==> src/rtl/step_sequencer_counter_pkg.sv <==
// Shared definitions for the multiplier step sequencer: FSM encoding and
// the default geometry used by the multiplier top level.
package step_sequencer_counter_pkg;

  typedef enum logic [1:0] {
    ST_IDLE = 2'd0,
    ST_RUN  = 2'd1,
    ST_DONE = 2'd2
  } state_t;

  localparam int DEFAULT_WIDTH   = 2;
  localparam int DEFAULT_MODULUS = 4;

endpackage

==> src/rtl/step_sequencer_counter_mod_counter.sv <==
// WIDTH-bit modulo-MODULUS step register with increment and clear inputs.
// wrap flags the increment that rolls the count from MODULUS-1 back to 0.
module mod_counter
  import step_sequencer_counter_pkg::*;
#(
  parameter int WIDTH   = DEFAULT_WIDTH,
  parameter int MODULUS = DEFAULT_MODULUS
) (
  input  logic             clk,
  input  logic             aclr_n,
  input  logic             inc,
  input  logic             clr,
  output logic [WIDTH-1:0] count,
  output logic             wrap
);

  localparam logic [WIDTH-1:0] LAST = WIDTH'(MODULUS - 1);

  logic [WIDTH-1:0] count_q;
  logic [WIDTH-1:0] count_d;

  assign wrap  = inc && (count_q == LAST);
  assign count = count_q;

  // clr wins over inc so the FSM can force zero regardless of enable
  always_comb begin
    count_d = count_q;
    if (clr) begin
      count_d = '0;
    end else if (inc) begin
      count_d = wrap ? '0 : count_q + WIDTH'(1);
    end
  end

  always_ff @(posedge clk or negedge aclr_n) begin
    if (!aclr_n) begin
      count_q <= '0;
    end else begin
      count_q <= count_d;
    end
  end

endmodule

==> src/rtl/step_sequencer_counter.sv <==
// Run-controlled step sequencer for the sequential multiplier: IDLE/RUN/DONE
// FSM driving a modulo counter that selects the current partial product.
module step_sequencer_counter
  import step_sequencer_counter_pkg::*;
#(
  parameter int WIDTH   = DEFAULT_WIDTH,
  parameter int MODULUS = DEFAULT_MODULUS
) (
  input  logic             clk,
  input  logic             aclr_n,
  input  logic             start,
  input  logic             enable,
  input  logic             sclr,
  output logic [WIDTH-1:0] count_out,
  output logic             busy,
  output logic             last,
  output logic             done
);

  if (WIDTH < 1 || WIDTH > 16 || MODULUS < 2 || MODULUS > (1 << WIDTH)) begin : g_bad_params
    $fatal(1, "step_sequencer_counter: illegal WIDTH=%0d / MODULUS=%0d", WIDTH, MODULUS);
  end

  localparam logic [WIDTH-1:0] LAST = WIDTH'(MODULUS - 1);

  state_t state_q;
  state_t state_d;
  logic   done_q;
  logic   done_d;
  logic   cnt_inc;
  logic   cnt_clr;
  logic   cnt_wrap;

  mod_counter #(
    .WIDTH  (WIDTH),
    .MODULUS(MODULUS)
  ) u_mod_counter (
    .clk   (clk),
    .aclr_n(aclr_n),
    .inc   (cnt_inc),
    .clr   (cnt_clr),
    .count (count_out),
    .wrap  (cnt_wrap)
  );

  always_ff @(posedge clk or negedge aclr_n) begin
    if (!aclr_n) begin
      state_q <= ST_IDLE;
      done_q  <= 1'b0;
    end else begin
      state_q <= state_d;
      done_q  <= done_d;
    end
  end

  // Outside RUN the counter is held at zero, so every run starts from step 0
  always_comb begin
    state_d = state_q;
    cnt_inc = 1'b0;
    cnt_clr = 1'b0;
    if (sclr) begin
      state_d = ST_IDLE;
      cnt_clr = 1'b1;
    end else begin
      case (state_q)
        ST_IDLE: begin
          cnt_clr = 1'b1;
          if (start) state_d = ST_RUN;
        end
        ST_RUN: begin
          cnt_inc = enable;
          if (cnt_wrap) state_d = ST_DONE;
        end
        ST_DONE: begin
          cnt_clr = 1'b1;
          state_d = start ? ST_RUN : ST_IDLE;
        end
        default: begin
          state_d = ST_IDLE;
          cnt_clr = 1'b1;
        end
      endcase
    end
    done_d = (state_d == ST_DONE);
  end

  always_comb begin
    busy = (state_q == ST_RUN);
    last = busy && (count_out == LAST);
    done = done_q;
  end

endmodule

==> config.mk <==
export PLATFORM = sky130hd
export DESIGN_NAME = step_sequencer_counter
export DESIGN_NICKNAME = d
export VERILOG_FILES = /design/src/rtl/step_sequencer_counter_pkg.sv /design/src/rtl/step_sequencer_counter_mod_counter.sv /design/src/rtl/step_sequencer_counter.sv
export SDC_FILE = /design/constraint.sdc
export NUM_CORES = 1
export LEC_CHECK = 0
export ABC_AREA = 1
export CORE_AREA = 3 3 40 42
export CTS_CLUSTER_SIZE = 14
export DETAILED_ROUTE_END_ITERATION = 12
export DIE_AREA = 0 0 43 45
export PLACE_DENSITY_LB_ADDON = 0.1
export SETUP_SLACK_MARGIN = 0.02
export SYNTH_ARGS = -nofsm -noshare
export SYNTH_HDL_FRONTEND = slang
export SYNTH_SLANG_ARGS = --single-unit
export TNS_END_PERCENT = 1
==> constraint.sdc <==
create_clock -name clk -period 1.51 [get_ports clk]
set_input_delay 0.151 -clock clk [delete_from_list [all_inputs] [get_ports clk]]
set_output_delay 0.151 -clock clk [all_outputs]
set_load 0.02 [all_outputs]
After elaboration in Yosys (flattened, before gate mapping)
Index checks and enable logic that the tools add are counted.

word-level totals
  bits in latches = 0
  word-level logic and storage cells = 24
  flip-flop bits (word level) = 5
  ROM bits = 0
  memory bits (writable) = 0
  memories kept = 0
  input port bits = 5
  output and inout port bits = 5

operators by class
  muxes and demuxes = 12
  divide/modulo/power cells = 0
  $mul = 0
  reductions and logical operators = 4
  bitwise operators = 0
  add/subtract/negate cells = 1
  equality and inequality tests = 4
  magnitude comparators = 0
  shifts and indexed selects = 0

operators with widths
  cell                 number
  $mux 2               6
  $eq 2x2->1 const B   3
  $pmux 2 s3           1
  $mux 1               5
  $add 2x1->2 const B  1
  $eq 2x1->1 const B   1
  $logic_and 1x1->1    2
  $logic_not 2->1      1
  $reduce_bool 2->1    1

Longest topological paths before layout
Gate-level depths: netlist of the first run.

  depth in word-level cells = 8
  mapped depth = 5
  depth with buffers taken out = 5

Modules after synthesis
A second synthesis of the first run with hierarchy kept.

second synthesis, totals
  cells, all modules = 34
  area, all modules = 269.0 um2

modules (own cells, without submodules)
  module                  cells an instance  seq. area each (um2)  instances  area an instance (um2)
  step_sequencer_counter  18                 75.1                  1          151.4
  mod_counter             16                 50.0                  1          117.6

Least setup slack after synthesis of the first run
OpenSTA, ideal clock, no wires.

  path kind = register -> output
  from = reg u_mod_counter.count_q[0] (netlist: u_mod_counter.count[0])
  to = out last
  buffers on the path = 0
  data required time = 1359 ps
  data arrival time = 1032 ps
  cell stages (with the launch flop) = 4
  setup slack = 327 ps
  cell sequence = dfrtp_1 > ha_1 > inv_1 > nor2_1

on the way
  longest elaborated chain between the ends = 2

RTL lines
  element                 line                                      source
  from (decl)             step_sequencer_counter_mod_counter.sv:19  logic [WIDTH-1:0] count_q;
  from (signal assigned)  step_sequencer_counter_mod_counter.sv:39  count_q <= count_d;
  $eq 2x2->1              step_sequencer_counter.sv:89              last = busy && (count_out == LAST);
  $logic_and 1x1->1       step_sequencer_counter.sv:89
  to (decl)               step_sequencer_counter.sv:16              output logic last,

No other way between the ends.

Worst setup path in the final report of the first run
  from = reg u_mod_counter.count_q[0] (netlist: u_mod_counter.count[0])
  to = out count_out[0]

RTL lines
  element    line                          source
  to (decl)  step_sequencer_counter.sv:14  output logic [WIDTH-1:0] count_out,

No word-level cell between the ends.

==> results of run 1 <==
-- worst min-delay path by stage --
stage | from | endpoint | slack (ns)
final | aclr_n | u_mod_counter.count[0]$_DFFE_PN0P_ | 0.14
after global routing | aclr_n | u_mod_counter.count[0]$_DFFE_PN0P_ | 0.14
after CTS | aclr_n | u_mod_counter.count[0]$_DFFE_PN0P_ | 0.14
after detailed placement | aclr_n | done$_DFF_PN0_ | 0.40
after global placement | aclr_n | state_q[0]$_DFF_PN0_ | 0.40
after floorplan | aclr_n | done$_DFF_PN0_ | -0.14
-- critical path, cell delays in order (launching register included) --
cell	delay (ns)
sky130_fd_sc_hd__dfrtp_1	0.34
sky130_fd_sc_hd__buf_4	0.12
sky130_fd_sc_hd__clkdlybuf4s50_1	0.60
-- repair_timing --
item / 4_1_cts / 5_1_grt
setup endpoints to repair: 2 / 2
resized for setup: 2 / 2
cloned: 0 / 0
hold buffers: 0 / 0
-- kinds of logic after synthesis --
kind of cell,Yosys count,synth area share [%]
AOI/OAI and AO/OA,1,2.13
adders and majority gates,1,5.32
buffers and inverters,5,7.98
DFF,5,53.2
and+or+nand+nor,16,31.4
-- sequential cells by signal, summed over array words and instances (netlist names) --
name and cells:
state_q 2, done 1, u_mod_counter.count 2
-- placed cells by master (no fill, tap or decap), drive strengths merged --
master         synthesis  layout
clkdlybuf4s50          0       7
nor2                   6       6
inv                    5       5
nand2                  5       5
o21ai                  1       1
nand3                  1       1
dlygate4sd2            0       1
clkbuf                 0       5
nand4                  4       4
ha                     1       1
dfrtp                  5       5
buf                    0       3
-- metal layers --
layer	up-vias	wire (um)	track usage (%)
li1	121	-	-
met1	113	250	7.84
met2	7	298	10.8
met3	0	39	6.37
met4	0	0	1.81
met5	-	0	0
-- power by group --
group          leakage (uW)  switching [uW]  internal (uW)
Combinational      0.000112            29.3           25.9
Clock             0.0000150            49.7           99.6
Sequential        0.0000682            2.52            139
Total              0.000195            81.5            265
-- cell type report --
cell class | count | share of cell area (%)
Inverter | 5 | 4.85
Sequential cell | 5 | 32.4
Multi-Input combinational cell | 18 | 23.6
Timing Repair Buffer | 12 | 27.5
Tap cell | 15 | 4.85
Clock buffer | 4 | 6.80
-- through the flow --
stage | std cells | setup WS [ns] | area [um2] | power (uW) | hold WS (ns)
after floorplan | 28 | 0.327 | 235 | 167 | -0.145
after global placement | 55 | 0.0849 | 367 | 201 | 0.401
after detailed placement | 55 | 0.0530 | 367 | 201 | 0.396
after CTS | 59 | 0.0480 | 390 | 354 | 0.142
after global routing | 59 | 0.00322 | 387 | 373 | 0.144
final | 59 | 0.0629 | 387 | 346 | 0.144
==> results by group, run 1 <==
Yosys
  • Number of flip-flops and latches in the synthesized netlist: 5
  • Syn. warnings: 0
  • Cell variety after synth: 9
  • Asr flop ratio synth: 100%
  • Post-Synthesis Net Count: 34
  • Top post-synthesis cells by count: 5 x sky130_fd_sc_hd__dfrtp_1, 5 x sky130_fd_sc_hd__inv_1, 5 x sky130_fd_sc_hd__nand2_1, 5 x sky130_fd_sc_hd__nor2_1, 4 x sky130_fd_sc_hd__nand4_1
  • Post-Synthesis Cell Area: 235 um2
  • Average size of a mapped cell: 8.40 um2
  • Largest area contributor in the netlist: sky130_fd_sc_hd__dfrtp_1
  • Number of synthesized flops with an enable pin: 0
  • Post-Synthesis Cells: 28
  • Leading cell types by total area after synthesis: sky130_fd_sc_hd__dfrtp_1 53%, sky130_fd_sc_hd__nand4_1 11%, sky130_fd_sc_hd__inv_1 8.0%, sky130_fd_sc_hd__nand2_1 8.0%, sky130_fd_sc_hd__nor2_1 8.0%
  • Sequential-to-total area share from yosys stat: 53.2%
  • Synth top area share: 53.2%
  • Predominant post-synthesis flop cell: sky130_fd_sc_hd__dfrtp_1

GRT
  • Vias in the first global route: 248
  • Global-route wire length before repair: 966 um
  • GR Util All Layers: 7.29%
  • Largest net degree at the start of global routing: 6
  • Overflow left after global routing: 0
  • Initial antenna violation count: 0

Die
  • Initial cell density of the core: 18.3%
  • Row count: 13
  • Height of the die: 45 um
  • Ports: 10
  • Area of the die: 1940 um2
  • Core box area: 1280 um2
  • Width of the die: 43 um

Critical path
  • Worst Setup Path Type: flop to output pin
  • Worst Setup SP: u_mod_counter.count[0]$_DFFE_PN0P_
  • Kind of end point of the critical path: output pin
  • Slack of the worst reg-to-reg path: 0.45 ns
  • RR Endpoint: state_q[0]$_DFF_PN0_
  • CP Capture Point: count_out[0]
  • Crit Reg-Reg Startpoint: u_mod_counter.count[1]$_DFFE_PN0P_
  • Number of cell instances on the worst register-to-register path: 5
  • Kind of start point of the critical path: flop
  • Critical path required time: 1.36 ns
  • Critical path peak fanout: 3
  • Endpoint arrival time on the critical path: 1.30 ns

Cells and area
  • Antenna diode count: 0
  • Net count of the finished layout: 51
  • Fill cells: 140
  • Growth of design area from synthesis to finish: 64.4%
  • Storage element area: 125 um2
  • Share of post-route cells with drive strength above 1: 18.2%
  • Utilization after layout: 30.1%
  • Multi-input gate area in the final layout: 91.3 um2

STA
  • Hold violation count in the final report: 0
  • Pin slew with the least headroom to its limit: 0.246 ns
  • Setup TNS: 0 ns
  • Worst setup skew after layout: 0.00320 ns
  • Total count of max-transition violations in the final report: 0
  • Clock period minus final worst setup slack: 1.45 ns
  • Endpoints failing setup: 0
  • Setup repair after global routing missed its margin: yes
  • Share of the cycle needed by the critical path after routing: 95.8%
  • Tightest slew margin relative to the limit: 83.6%
  • Maximum achievable frequency: 691 MHz

Clocking
  • Source-to-sink clock delay at the later pin of the worst-skew pair: 0.24 ns
  • Post-CTS Setup Bufs: 0
  • Clock input transition at the sequential cells of the worst setup and hold paths: 0.04 ns
  • CTS tree: yes
  • Buffer levels on the longest clock path: 2
  • Clock Sink Count: 5
  • Clock root buffer: sky130_fd_sc_hd__clkbuf_4
  • Number of clock buffers inserted by TritonCTS: 3
  • CTS H-tree lvls: 1

Route
  • Routed wire per std cell: 9.97 um
  • Detail Route Antenna Nets: 0
  • Starting DRC count in detailed routing: 2
  • Vias after detailed routing: 241
  • Avg Vias per Cell: 4.08
  • Total DRC errors in the routed layout: 0
  • Drt first pass iters: 4
  • Detailed-route wire length: 588 um

Job
  • Count of maximum capacitance violations: 0

Power and ir drop
  • Leakage power summed over all cells: 0.000195 uW
  • Max VDD drop: 0.000344 V
  • Power per standard cell area: 895 nW/um2

Placement
  • Hpwl dp: 505 um
  • Count of input and output buffers: 9
  • Routability cong.: 0.700

Outcome
  • Outcome: finished, final reports clean

Min path
  • Classification of the worst-slack hold path: primary input to async pin
No activity file was read; power rests on OpenSTA's default activity.
==> run 2: changes to the inputs <==
--- a/config.mk
+++ b/config.mk
@@ -5,7 +5,6 @@
 export SDC_FILE = /design/constraint.sdc
 export NUM_CORES = 1
 export LEC_CHECK = 0
-export ABC_AREA = 1
 export CORE_AREA = 3 3 40 42
 export CTS_CLUSTER_SIZE = 14
 export DETAILED_ROUTE_END_ITERATION = 12
@@ -15,4 +14,4 @@
 export SYNTH_ARGS = -nofsm -noshare
 export SYNTH_HDL_FRONTEND = slang
 export SYNTH_SLANG_ARGS = --single-unit
-export TNS_END_PERCENT = 1
+export TNS_END_PERCENT = 10
==> results by group, run 2 <==
Power and ir drop
  • Total power: 342 uW
  • Max VDD drop: 0.000257 V
  • Leakage power summed over all cells: 0.000170 uW
  • Power per standard cell area: 927 nW/um2

Cells and area
  • Share of post-route cells with drive strength above 1: 20.6%
  • Highest-count cells in the layout ignoring fill and taps: 7 x sky130_fd_sc_hd__clkdlybuf4s50_1, 5 x sky130_fd_sc_hd__dfrtp_1, 4 x sky130_fd_sc_hd__nor3_1, 3 x sky130_fd_sc_hd__clkbuf_4
  • Net count of the finished layout: 41
  • Fill cells: 137
  • Growth of design area from synthesis to finish: 62.1%
  • Post-route design area: 369 um2
  • Antenna diode count: 0
  • Leading cell type in the layout, fill and taps excluded: sky130_fd_sc_hd__clkdlybuf4s50_1

Outcome
  • Outcome: finished, final reports clean

Critical path
  • Worst Setup Path Type: flop to output pin
  • Critical path peak fanout: 3
  • Kind of end point of the critical path: output pin
  • Endpoint arrival time on the critical path: 1.32 ns
  • Kind of start point of the critical path: flop
  • Critical path required time: 1.36 ns

STA
  • Worst hold margin: 0.133 ns
  • Worst setup skew after layout: 0.000710 ns
  • Pin slew with the least headroom to its limit: 0.233 ns
  • Endpoints failing setup: 0
  • Tightest slew margin relative to the limit: 84.4%
  • Setup repair after global routing missed its margin: yes
  • Setup TNS: 0 ns
  • Total count of max-transition violations in the final report: 0
  • Clock period minus final worst setup slack: 1.47 ns
  • Share of the cycle needed by the critical path after routing: 97.4%
  • Maximum achievable frequency: 680 MHz
  • Hold violation count in the final report: 0

Clocking
  • Number of clock buffers inserted by TritonCTS: 3
  • Clock Sink Count: 5
  • Clock root buffer: sky130_fd_sc_hd__clkbuf_4
  • Number of buffers inserted for hold repair after clock tree synthesis: 0
  • Buffer levels on the longest clock path: 2
  • Clock input transition at the sequential cells of the worst setup and hold paths: 0.05 ns
  • Post-CTS Setup Bufs: 0
  • Source-to-sink clock delay at the later pin of the worst-skew pair: 0.24 ns
  • CTS H-tree lvls: 1
  • CTS tree: yes

Yosys
  • Sequential-to-total area share from yosys stat: 54.9%
  • Largest area contributor in the netlist: sky130_fd_sc_hd__dfrtp_1
  • Number of flip-flops and latches in the synthesized netlist: 5
  • Post-Synthesis Cells: 20
  • Predominant post-synthesis flop cell: sky130_fd_sc_hd__dfrtp_1
  • Largest family of logic cells by synthesized area: simple AND/OR/NAND/NOR gates
  • Parity-gate share of the synthesized area counting xor and xnor cells: 0%
  • Compound-cell area share of the yosys netlist: 3.85%
  • Leading cell types by total area after synthesis: sky130_fd_sc_hd__dfrtp_1 55%, sky130_fd_sc_hd__mux2i_1 8.8%, sky130_fd_sc_hd__nor3_1 8.8%, sky130_fd_sc_hd__nand2b_4 6.0%, sky130_fd_sc_hd__ha_1 5.5%
  • Number of synthesized flops with an enable pin: 0
  • Syn. warnings: 0
  • Adder-cell share of the synthesized area: 5.49%
  • Asr flop ratio synth: 100%
  • Post-Synthesis Cell Area: 228 um2
  • Dominant cell by count in the synthesized netlist: sky130_fd_sc_hd__dfrtp_1
  • Area fraction in and, or, nand and nor cells after synthesis: 25.3%
  • Proportion of synthesized area in mux cells: 8.79%
  • Synth top area share: 54.9%
  • Top post-synthesis cells by count: 5 x sky130_fd_sc_hd__dfrtp_1, 4 x sky130_fd_sc_hd__nor3_1, 2 x sky130_fd_sc_hd__mux2i_1, 2 x sky130_fd_sc_hd__nand2_1
  • Average size of a mapped cell: 11.4 um2
  • Cell variety after synth: 11
  • Post-Synthesis Net Count: 26

Route
  • Vias after detailed routing: 185
  • Avg Vias per Cell: 3.78
  • Drt first pass iters: 1
  • Routed wire per std cell: 10.7 um
  • Starting DRC count in detailed routing: 0
  • Total DRC errors in the routed layout: 0
  • Detailed-route wire length: 523 um
  • Detail Route Antenna Nets: 0

Job
  • Count of maximum capacitance violations: 0

Die
  • Row count: 13
  • Area of the die: 1940 um2
  • Width of the die: 43 um
  • Initial cell density of the core: 17.7%
  • Height of the die: 45 um
  • Core box area: 1280 um2
  • Ports: 10

Placement
  • Routability cong.: 0.689
  • Placed standard-cell area: 344 um2
  • Count of input and output buffers: 9

Min path
  • Classification of the worst-slack hold path: primary input to async pin

GRT
  • Largest net degree at the start of global routing: 6
  • GR Util All Layers: 6.37%
  • Overflow left after global routing: 0
  • Initial antenna violation count: 0
  • Vias in the first global route: 208
  • Global-route wire length before repair: 828 um
## run 2: changes by cell type after synthesis, moves of 2 or more
cell,previous run,this run
sky130_fd_sc_hd__inv_1,5,0
sky130_fd_sc_hd__mux2i_1,0,2
sky130_fd_sc_hd__nand2_1,5,2
sky130_fd_sc_hd__nand4_1,4,0
sky130_fd_sc_hd__nor2_1,5,1
sky130_fd_sc_hd__nor3_1,0,4
## run 2: cell families after synthesis
group	after synthesis
and+or+nand+nor	10
DFF	5
muxes	2
AOI/OAI and AO/OA	1
buffers and inverters	1
adders and majority gates	1
## run 2: path summary, 6_finish.rpt
path	from	cells past startpoint	to	slack, ns
max in group asynchronous	aclr_n	1	u_mod_counter.count[0]$_DFFE_PN0P_	1.19
min in group clk	start	3	state_q[0]$_DFF_PN0_	0.49
hold reg to reg	state_q[1]$_DFF_PN0_	2	state_q[1]$_DFF_PN0_	0.56
setup reg to reg	u_mod_counter.count[1]$_DFFE_PN0P_	4	u_mod_counter.count[0]$_DFFE_PN0P_	0.50
hold / removal	aclr_n	1	state_q[1]$_DFF_PN0_	0.13
setup / recovery	u_mod_counter.count[0]$_DFFE_PN0P_	2	count_out[0]	0.04
## run 2: critical path: stages, from the launching register on
cell                              delay (ns)
sky130_fd_sc_hd__dfrtp_1                0.35
sky130_fd_sc_hd__buf_4                  0.12
sky130_fd_sc_hd__clkdlybuf4s50_1        0.60
## run 2: repair_timing
item                       in CTS  in global routing
setup endpoints to repair       2                  2
resized for setup               2                  1
pin swaps                       0                  0
## run 2: layout make-up
class	instances	area (um2)	area share (%)
sequential	5	125	33.9
multi-input combinational	14	98.8	26.8
timing repair buffer	10	96.3	26.1
clock buffer	4	26.3	7.12
tap	15	18.8	5.08
inverter	1	3.75	1.02
## run 2: metal layers
layer | track usage (%) | wire [um] | up-vias
li1 | - | - | 95
met1 | 6.63 | 249 | 84
met2 | 8.98 | 235 | 6
met3 | 3.98 | 39 | 0
met4 | 5.42 | 0 | 0
met5 | 0 | 0 | -
## run 2: power breakdown
| group | leakage [uW] | switching, uW | internal, uW |
|---|---|---|---|
| clock | 0.0000150 | 57.7 | 100 |
| combinational | 0.0000869 | 21.5 | 22.3 |
| sequential | 0.0000684 | 2.88 | 138 |
## run 2: per-stage QoR
stage,setup WS [ns],util (%),cells
2_1_floorplan,0.445,-,20
3_3_place_gp,0.0817,26.8,45
3_5_place_dp,0.0720,26.8,45
4_1_cts,0.0289,28.6,49
5_1_grt,0.00414,28.7,49
6_report,0.0398,28.7,49
